===== config.mk =====
export PLATFORM = sky130hd
export DESIGN_NAME = uart_frame_parser
export DESIGN_NICKNAME = d
export VERILOG_FILES = /design/src/rtl/uart_frame_parser.sv
export SDC_FILE = /design/constraint.sdc
export NUM_CORES = 1
export LEC_CHECK = 0
export BUFFER_PORTS_ARGS = -buffer_cell sky130_fd_sc_hd__buf_2
export CORE_ASPECT_RATIO = 0.5
export CORE_MARGIN = 2
export CORE_UTILIZATION = 50
export CTS_CLUSTER_DIAMETER = 80
export DETAILED_ROUTE_END_ITERATION = 10
export HOLD_SLACK_MARGIN = 0.06
export PLACE_DENSITY = 0.78
export SLEW_MARGIN = 20
export SYNTH_ARGS = -nofsm -noshare
export SYNTH_HDL_FRONTEND = slang
export SYNTH_SLANG_ARGS = --single-unit

===== constraint.sdc =====
create_clock -name clk -period 4.7 [get_ports clk]
set_clock_uncertainty 0.05 [all_clocks]
set_input_delay 0.705 -clock clk [delete_from_list [all_inputs] [get_ports clk]]
set_output_delay 0.705 -clock clk [all_outputs]
set_load 0.01 [all_outputs]

===== src/rtl/uart_frame_parser.sv =====
`timescale 1ns/1ps
`default_nettype none
// ============================================================================
//  Module   : uart_frame_parser
//  Purpose  : Decodes SYNC/HI/LO/CHK byte frames from a UART receiver into a
//             16-bit price, with checksum and inter-byte timeout error reporting.
//  Revision : 1.0  initial release
// ============================================================================
module uart_frame_parser #(
    parameter logic [7:0]  SYNC_BYTE    = 8'hA5,
    parameter int unsigned TIMEOUT_CLKS = 312_500
) (
    input  logic        clk,
    input  logic        rst,
    input  logic [7:0]  rx_data,
    input  logic        rx_valid,
    output logic [15:0] price,
    output logic        price_valid,
    output logic        frame_err,
    output logic [7:0]  err_count
);

    localparam int c_tmo_w = (TIMEOUT_CLKS < 1) ? 1 : $clog2(TIMEOUT_CLKS + 1);
    localparam logic [c_tmo_w-1:0] c_tmo_max = c_tmo_w'(TIMEOUT_CLKS);

    localparam logic [1:0] c_idle    = 2'd0;
    localparam logic [1:0] c_get_hi  = 2'd1;
    localparam logic [1:0] c_get_lo  = 2'd2;
    localparam logic [1:0] c_get_chk = 2'd3;

    logic [1:0]         r_state;
    logic [1:0]         w_state_nxt;
    logic               r_rx_valid_q;
    logic [7:0]         r_hi;
    logic [7:0]         r_lo;
    logic [c_tmo_w-1:0] r_tmo;
    logic [15:0]        r_price;
    logic               r_price_valid;
    logic               r_frame_err;
    logic [7:0]         r_err_count;

    logic               w_accept;
    logic               w_timeout;
    logic               w_chk_ok;
    logic               w_chk_bad;

    // Rising edge of the strobe only; a long strobe counts as one byte.
    assign w_accept = rx_valid & ~r_rx_valid_q;

    always_ff @(posedge clk) begin
        if (rst) begin
            r_state <= c_idle;
        end else begin
            r_state <= w_state_nxt;
        end
    end

    always_comb begin
        w_state_nxt = r_state;
        case (r_state)
            c_idle: begin
                if (w_accept && (rx_data == SYNC_BYTE)) w_state_nxt = c_get_hi;
            end
            c_get_hi: begin
                if (w_accept)       w_state_nxt = c_get_lo;
                else if (w_timeout) w_state_nxt = c_idle;
            end
            c_get_lo: begin
                if (w_accept)       w_state_nxt = c_get_chk;
                else if (w_timeout) w_state_nxt = c_idle;
            end
            c_get_chk: begin
                if (w_accept || w_timeout) w_state_nxt = c_idle;
            end
            default: w_state_nxt = c_idle;
        endcase
    end

    // An acceptance in the same cycle the counter expires keeps the frame alive.
    always_comb begin
        w_timeout = (r_state != c_idle) && !w_accept && (r_tmo == c_tmo_max);
        w_chk_ok  = (r_state == c_get_chk) && w_accept && (rx_data == (r_hi ^ r_lo));
        w_chk_bad = (r_state == c_get_chk) && w_accept && (rx_data != (r_hi ^ r_lo));
    end

    always_ff @(posedge clk) begin
        if (rst) begin
            r_rx_valid_q  <= 1'b1;
            r_hi          <= 8'h00;
            r_lo          <= 8'h00;
            r_tmo         <= '0;
            r_price       <= 16'h0000;
            r_price_valid <= 1'b0;
            r_frame_err   <= 1'b0;
            r_err_count   <= 8'h00;
        end else begin
            r_rx_valid_q  <= rx_valid;
            r_price_valid <= w_chk_ok;
            r_frame_err   <= w_chk_bad | w_timeout;

            if (w_accept && (r_state == c_get_hi)) r_hi <= rx_data;
            if (w_accept && (r_state == c_get_lo)) r_lo <= rx_data;

            if ((r_state == c_idle) || w_accept) begin
                r_tmo <= '0;
            end else if (r_tmo != c_tmo_max) begin
                r_tmo <= r_tmo + 1'b1;
            end

            if (w_chk_ok) r_price <= {r_hi, r_lo};

            if ((w_chk_bad || w_timeout) && (r_err_count != 8'hFF)) begin
                r_err_count <= r_err_count + 8'd1;
            end
        end
    end

    assign price       = r_price;
    assign price_valid = r_price_valid;
    assign frame_err   = r_frame_err;
    assign err_count   = r_err_count;

endmodule
`default_nettype wire


# Yosys cells after proc, flatten, opt, wreduce, memory -nomap -nowiden
# Index checks and enable logic that the tools add are counted.
# totals
input_bits	11
elab_cells	49
regBits	64
# classes
reduce_logical	17
mux	6
bitwise_logic	4
n_addsub	2
eq_ne	11
# ops
op	n
$add 19x1->19 const B	1
$eq 19x19->1 const B	1
$ne 19x19->1 const B	1
$mux 2	5
$logic_and 1x1->1	9
$add 8x1->8 const B	1
$eq 8x8->1	1
$eq 8x8->1 const B	1
$ne 8x8->1	1
$ne 8x8->1 const B	1
$pmux 2 s4	1
$xor 8x8->8	1
$eq 2x2->1 const B	2
$ne 2x2->1 const B	2
$logic_or 1x1->1	3
$eq 2x1->1 const B	1
$logic_not 2->1	1
$reduce_and 2->1	1
$reduce_bool 2->1	1
$reduce_or 2->1	1
$and 1x1->1	1
$logic_not 1->1	1
$not 1->1	1
$or 1x1->1	1

# Longest topological paths before layout
# Gate-level depths: netlist of run 1.
# depth
depth_word	8
ltp_mapped	7
mapped_depth_nobuf	7

# Worst setup path before layout of run 1
# No wires, ideal clock.
# synth_path
kind	input to register
startpoint	input rx_valid
endpoint	register r_err_count[7] (netlist: err_count[7])
t_required_ns	4.529
arrival_time_ns	1.924
setup_slack_ns	2.605
stages	5
setup_time_ns	0.121
n_path_buf	0
path_cell_list	nor2b_1 > nand3_1 > o21bai_2 > a211oi_1 > mux2_2
# synth_between
elab_chain_cells	6
# synth_rtl
element	line_no	rtl
start, declared	16	input logic rx_valid,
$and 1x1->1 (*)	48	assign w_accept = rx_valid & ~r_rx_valid_q;
$logic_not 1->1	81	w_timeout = (r_state != c_idle) && !w_accept && (r_tmo == c_tmo_max);
$logic_and 1x1->1 (2 in series)	81	
$logic_or 1x1->1 (*)	112	if ((w_chk_bad || w_timeout) && (r_err_count != 8'hFF)) begin
$logic_and 1x1->1 (*)	112	
end signal, assigned	113	r_err_count <= r_err_count + 8'd1;
end, declared	40	logic [7:0] r_err_count;
# Every way passes the cells marked *; elsewhere a longest branch is shown, timed or not.
# A chain may end at the register's enable or synchronous reset.

# Worst setup path after layout of run 1
# layout_path
startpoint	input rx_data[5]
endpoint	register r_price[0] (netlist: price[0])
# layout_between
elab_chain_cells	2
# layout_rtl
element	line_no	rtl
start, declared	15	input logic [7:0] rx_data,
$eq 8x8->1	82	w_chk_ok = (r_state == c_get_chk) && w_accept && (rx_data == (r_hi ^ r_lo));
$logic_and 1x1->1	82	
end signal, assigned	110	if (w_chk_ok) r_price <= {r_hi, r_lo};
end, declared	37	logic [15:0] r_price;
# No other way between the ends.

==> qor.yml, run 1 <==
outcome: "finished, final reports clean"
worstSetupStartpoint: "rx_data[5]"
cp_slowest_cell: "nor3_4"
drv_cap: 0
synth_edf_count: 0
cts_tree: "done"
cp-end-kind: "flip-flop"
core_mm2: 0.00559
vias: 2372
ys_top_cells_by_area: "dfxtp_1, mux2i_1, nor2_1"
rrSetupSlack_ns: 2.34
nNetsFinal: 362
synth_compound_area_share_pct: 7.58
synth_top_area_cell: "dfxtp_1"
slew_headroom_pct: 33.6
wl_per_cell_um: 14.8
die_width_um: 112
crit_type: "primary input to flip-flop"
cts.reportedPaths.clkPinSlew_ns: 0.06
yosys.area_share.xor_xnor_pct: 10.4
ys_types: 43
synth_flop_cell: "dfxtp_1"
clk_path_buf_depth: 2
post-place-cells: 410
timing.hold.ws_ns: 0.439
numCtsBuffers: 9
yosys-top-cells-count: "dfxtp_1, nor2_1, nand2_1"
antenna_found_initial: 0
synthCells: 310
clkSinkCount: 64
drive_above_1_share_pct: 19.8
fmax_ghz: 0.420
cts_resized: 0
cts_root_buffer: "clkbuf_16"
yosys_warnings: 0
crit_arrival_ns: 2.49
yosys.area_share.adder_pct: 1.28
syn2layout_area_growth_pct: 18.7
synth.top_cell.area_share_pct: 43.6
fillerInstances: 432
first_pass_iters: 5
min_to: "r_hi[1]$_SDFFE_PP0P_"
ir_worst_vdd_mv: 0.232
io_buffers: 36
power.leakage_nw: 1.29
slew_viol_final: 0
synthArstFlopShare_pct: 0
design_area_mm2: 0.00349
stdcell_count: 426
syn-num-nets: 324
synth_top_family_by_area: "simple AND/OR/NAND/NOR gates"
grt_remaining_overflow: 0
power_density_mw_per_mm2: 369
layout_worst_path_cycle_share_pct: 50.7
layout_setup_ws_ns: 2.32
place_ws_ns: 2.05
via_per_inst: 5.57
insertion_delay_ns: 0.33
ys_ff_latch: 64
r2r_start: "r_lo[5]$_SDFFE_PP0P_"
tightest_slew_ns: 0.993
cts_setup_buffers: 0
antenna_cells: 0
fin_util_pct: 62.4
h-tree-depth: 3
critPathLaunchType: "primary input"
total_power_mw: 1.29
final_hold_viol_count: 0
first_global_vias: 2297
drt-initial-drc-count: 181
rows: 19
dp_hpwl_um: 4250
grt_pass1_wl_um: 10400
cp_num_buf_inv: 1
setup_tns_ns: 0
grt_start_max_net_pins: 49
cpLargestDelayFamily: "simple AND/OR/NAND/NOR gates"
worstPathCellList: "buf_2 > xnor3_1 > nand4_2 > nor3_4 > mux2i_1 > nor2_1"
synth_area_mm2: 0.00294
placed_cell_area_mm2: 0.00316
r2r_cells: 5
synthSimpleGateAreaFrac_pct: 24.2
die_area_mm2: 0.00654
initial_utilization_pct: 52.6
worstPathRequired_ns: 4.81
wirelength_um: 6300
antenna_left: 0
r2r-end: "price[0]$_SDFFE_PP0P_"
fin_crit_ns: 2.38
die_h_um: 58.2
rsz0062_at_grt: "no"
setup-violations-final: 0
place.gp.congestion: 0.789
yosysMostFrequentCell: "dfxtp_1"
crit_path_max_incr_delay_ns: 0.85
track_usage_pct: 20.4
remaining_drc_errors: 0
seq_area_frac_synth_pct: 43.6
synthMuxAreaShare_pct: 10.4
min_from: "r_hi[1]$_SDFFE_PP0P_"
critPathMaxFanout: 16
pin_count: 37
worst_hold_path_type: "flip-flop to flip-flop"
cts_hold_buf: 0
holdPathStages: 2
syn_avg_cell_area_um2: 9.48
## tightest hold or removal path, delay by kind of cell, from the launching register on
| family | cells | cell delay, ns |
|---|---|---|
| flops | 1 | 0.33 |
| compound gates | 1 | 0.05 |
| simple gates | 1 | 0.06 |
## metal layers
layer	GRT usage (%)	share of wire [%]
met5	0	0
met4	10.3	1.7
met3	5.13	3.7
met2	36.4	51
met1	23.5	44
## worst max path at each step
stage | to | slack, ns | cells after the start
2_1_floorplan | err_count[7]$_SDFFE_PP0P_ | 2.61 | 5
3_3_place_gp | price[1]$_SDFFE_PP0P_ | 2.11 | 6
3_5_place_dp | price[5]$_SDFFE_PP0P_ | 2.05 | 6
4_1_cts | price[0]$_SDFFE_PP0P_ | 2.31 | 6
5_1_grt | price[0]$_SDFFE_PP0P_ | 2.18 | 6
6_report | price[0]$_SDFFE_PP0P_ | 2.32 | 6
## power by group
group	internal (mW)	leakage, nW	switching, mW
clock network	0.480	0.159	0.240
registers	0.543	0.515	0.000195
logic	0.00815	0.616	0.0168
total	1.03	1.29	0.257
## kinds of logic (layout without fill, tap and decap cells)
group | after synthesis | after routing
multiplexers | 30 | 30
XOR/XNOR | 22 | 22
AND/OR/NAND/NOR | 139 | 139
buffers and inverters | 15 | 58
flip-flops | 64 | 64
AO/OA/AOI/OAI | 37 | 37
adder cells (fa/ha/maj) | 3 | 3
## layout make-up
| type | count | area, um2 | share of cell area, % |
|---|---|---|---|
| clock buffer | 10 | 239 | 6.85 |
| clock inverter | 6 | 90.1 | 2.58 |
| inverter | 6 | 22.5 | 0.646 |
| multi-input combinational | 231 | 1580 | 45.4 |
| sequential | 64 | 1280 | 36.7 |
| tap | 73 | 91.3 | 2.62 |
| timing repair buffer | 36 | 180 | 5.16 |
## registers in the layout, summed over array words and instances (netlist names), 2 cells and up
| signal | count |
|---|---|
| r_tmo | 19 |
| price | 16 |
| err_count | 8 |
| r_hi | 8 |
| r_lo | 8 |
| r_state | 2 |
## cells in the final DEF (no fill, tap or decap), types with 3 or more instances in the layout
cell type / Yosys / routed
dfxtp_1: 64 / 64
ha_1: 3 / 3
nand3_1: 13 / 13
xor2_1: 5 / 5
nor3_1: 6 / 6
and2_1: 4 / 4
mux2i_1: 26 / 26
buf_2: 0 / 36
xnor3_1: 5 / 5
o21ai_0: 7 / 7
a211oi_1: 3 / 3
a21oi_1: 19 / 19
nand2_1: 30 / 30
nor2_1: 48 / 48
inv_1: 6 / 6
mux2_2: 4 / 4
xnor2_1: 9 / 9
nor2b_1: 5 / 5
xnor3_2: 3 / 3
nand4_1: 6 / 6
clkbuf_16: 0 / 9
or3_1: 5 / 5
and3_1: 3 / 3
nor4_1: 3 / 3
(Power assumes the default switching activity.)
==> run 2: changes to the inputs <==
==> constraint.sdc (replaced) <==
create_clock -name clk -period 2.45 [get_ports clk]
set_clock_uncertainty 0.05 [all_clocks]
set_input_delay 0.3675 -clock clk [delete_from_list [all_inputs] [get_ports clk]]
set_output_delay 0.3675 -clock clk [all_outputs]
set_load 0.01 [all_outputs]
==> qor.yml, run 2 (same netlist as run 1, synthesis figures left out) <==
outcome: "finished, final reports clean"
total_power_mw: 2.18
io_buffers: 36
drv_cap: 0
cts_root_buffer: "clkbuf_16"
die_width_um: 112
placed_cell_area_mm2: 0.00317
fin_crit_ns: 2.20
fmax_ghz: 0.454
tightest_slew_ns: 0.627
final_common_cell: "dfxtp_1"
design_area_mm2: 0.00343
wl_met2_um: 2740
final_hold_viol_count: 0
die_area_mm2: 0.00654
antenna_left: 0
wl_met3_um: 187
first_global_vias: 2083
antenna_cells: 0
grt_pass1_wl_um: 9510
initial_utilization_pct: 52.6
highest_layer: "met4"
dp_hpwl_um: 3920
numCtsBuffers: 9
h-tree-depth: 3
slew_viol_final: 0
first_pass_iters: 4
place.gp.congestion: 0.799
power.leakage_nw: 1.27
cts.reportedPaths.clkPinSlew_ns: 0.05
cts_tree: "done"
crit_type: "flip-flop to flip-flop"
cp-end-kind: "flip-flop"
syn2layout_area_growth_pct: 16.7
vias: 2312
cts_resized: 0
cts_setup_buffers: 0
setup_tns_ns: 0
via_per_inst: 5.41
core_mm2: 0.00559
power_density_mw_per_mm2: 635
largest_reg_flops: 19
layout_common_cells: "dfxtp_1, nor2_1, buf_2"
ir_worst_vdd_mv: 0.459
pin_count: 37
insertion_delay_ns: 0.32
track_usage_pct: 18.3
met1_length_um: 2630
nNetsFinal: 364
layout_worst_path_cycle_share_pct: 89.8
antenna_found_initial: 0
crit_arrival_ns: 2.35
slew_headroom_pct: 58.1
rsz0062_at_grt: "no"
grt_remaining_overflow: 0
critPathMaxFanout: 8
critPathLaunchType: "flip-flop"
remaining_drc_errors: 0
clk_path_buf_depth: 2
drt-initial-drc-count: 143
wl_per_cell_um: 13.2
setup-violations-final: 0
wirelength_um: 5640
grt_start_max_net_pins: 48
worstPathRequired_ns: 2.60
worst_hold_path_type: "primary input to flip-flop"
fin_util_pct: 61.4
rows: 19
regMostFlops: "r_tmo"
cts_hold_buf: 0
clkSinkCount: 64
die_h_um: 58.2
drive_above_1_share_pct: 19.5
run 2: cell count changes in the layout (fill, tap and decap cells not counted), sizes merged:
cell / delta
bufinv: -2
buf: +2
clkinv: +1
clkbuf: +1
inv: -1
run 2: area by class of cell:
class / instances / area (um2)
clock buffer: 11 / 233
clock inverter: 4 / 22.5
fill: 445 / 2160
inverter: 6 / 22.5
multi-input combinational: 231 / 1580
sequential: 64 / 1280
tap: 73 / 91.3
timing repair buffer: 38 / 195
run 2: final timing paths:
| kind | startpoint | endpoint | slack [ns] | depth (start not counted) |
|---|---|---|---|---|
| hold reg to reg | price[7]$_SDFFE_PP0P_ | price[7]$_SDFFE_PP0P_ | 0.44 | 2 |
| setup / recovery | r_tmo[0]$_SDFFE_PP0P_ | err_count[0]$_SDFFE_PP0P_ | 0.25 | 7 |
| setup reg to reg | r_tmo[0]$_SDFFE_PP0P_ | err_count[0]$_SDFFE_PP0P_ | 0.25 | 7 |
| hold / removal | rx_valid | r_rx_valid_q$_SDFF_PP1_ | 0.21 | 2 |
run 2: critical path: stages, from the launching register on:
cell and delay [ns]:
dfxtp_1 0.32, inv_1 0.09, ha_1 0.14, nor4b_1 0.33, and2_1 0.24, nand3_1 0.24, a21oi_1 0.31, mux2_2 0.36
run 2: where the power goes:
part	switching (mW)	internal (mW)	total, mW
combinational	0.0312	0.0166	0.0478
sequential	0.000366	1.04	1.04
clock	0.415	0.672	1.09
run 2: stage by stage:
| stage | setup slack, ns | hold WS, ns | instances |
|---|---|---|---|
| final | 0.249 | 0.215 | 427 |
| after global routing | 0.0463 | 0.228 | 427 |
| after CTS | 0.253 | 0.209 | 427 |
| after detailed placement | 0.274 | 0.426 | 412 |
| after global placement | 0.403 | 0.416 | 412 |
| after floorplan | 0.511 | 0.412 | 310 |
run 2: per-layer routing:
layer,GRT usage [%],up-vias
met1,22.3,1104
met3,5.65,9
met4,6.97,0
met2,31.0,33
met5,0,-
li1,-,1166
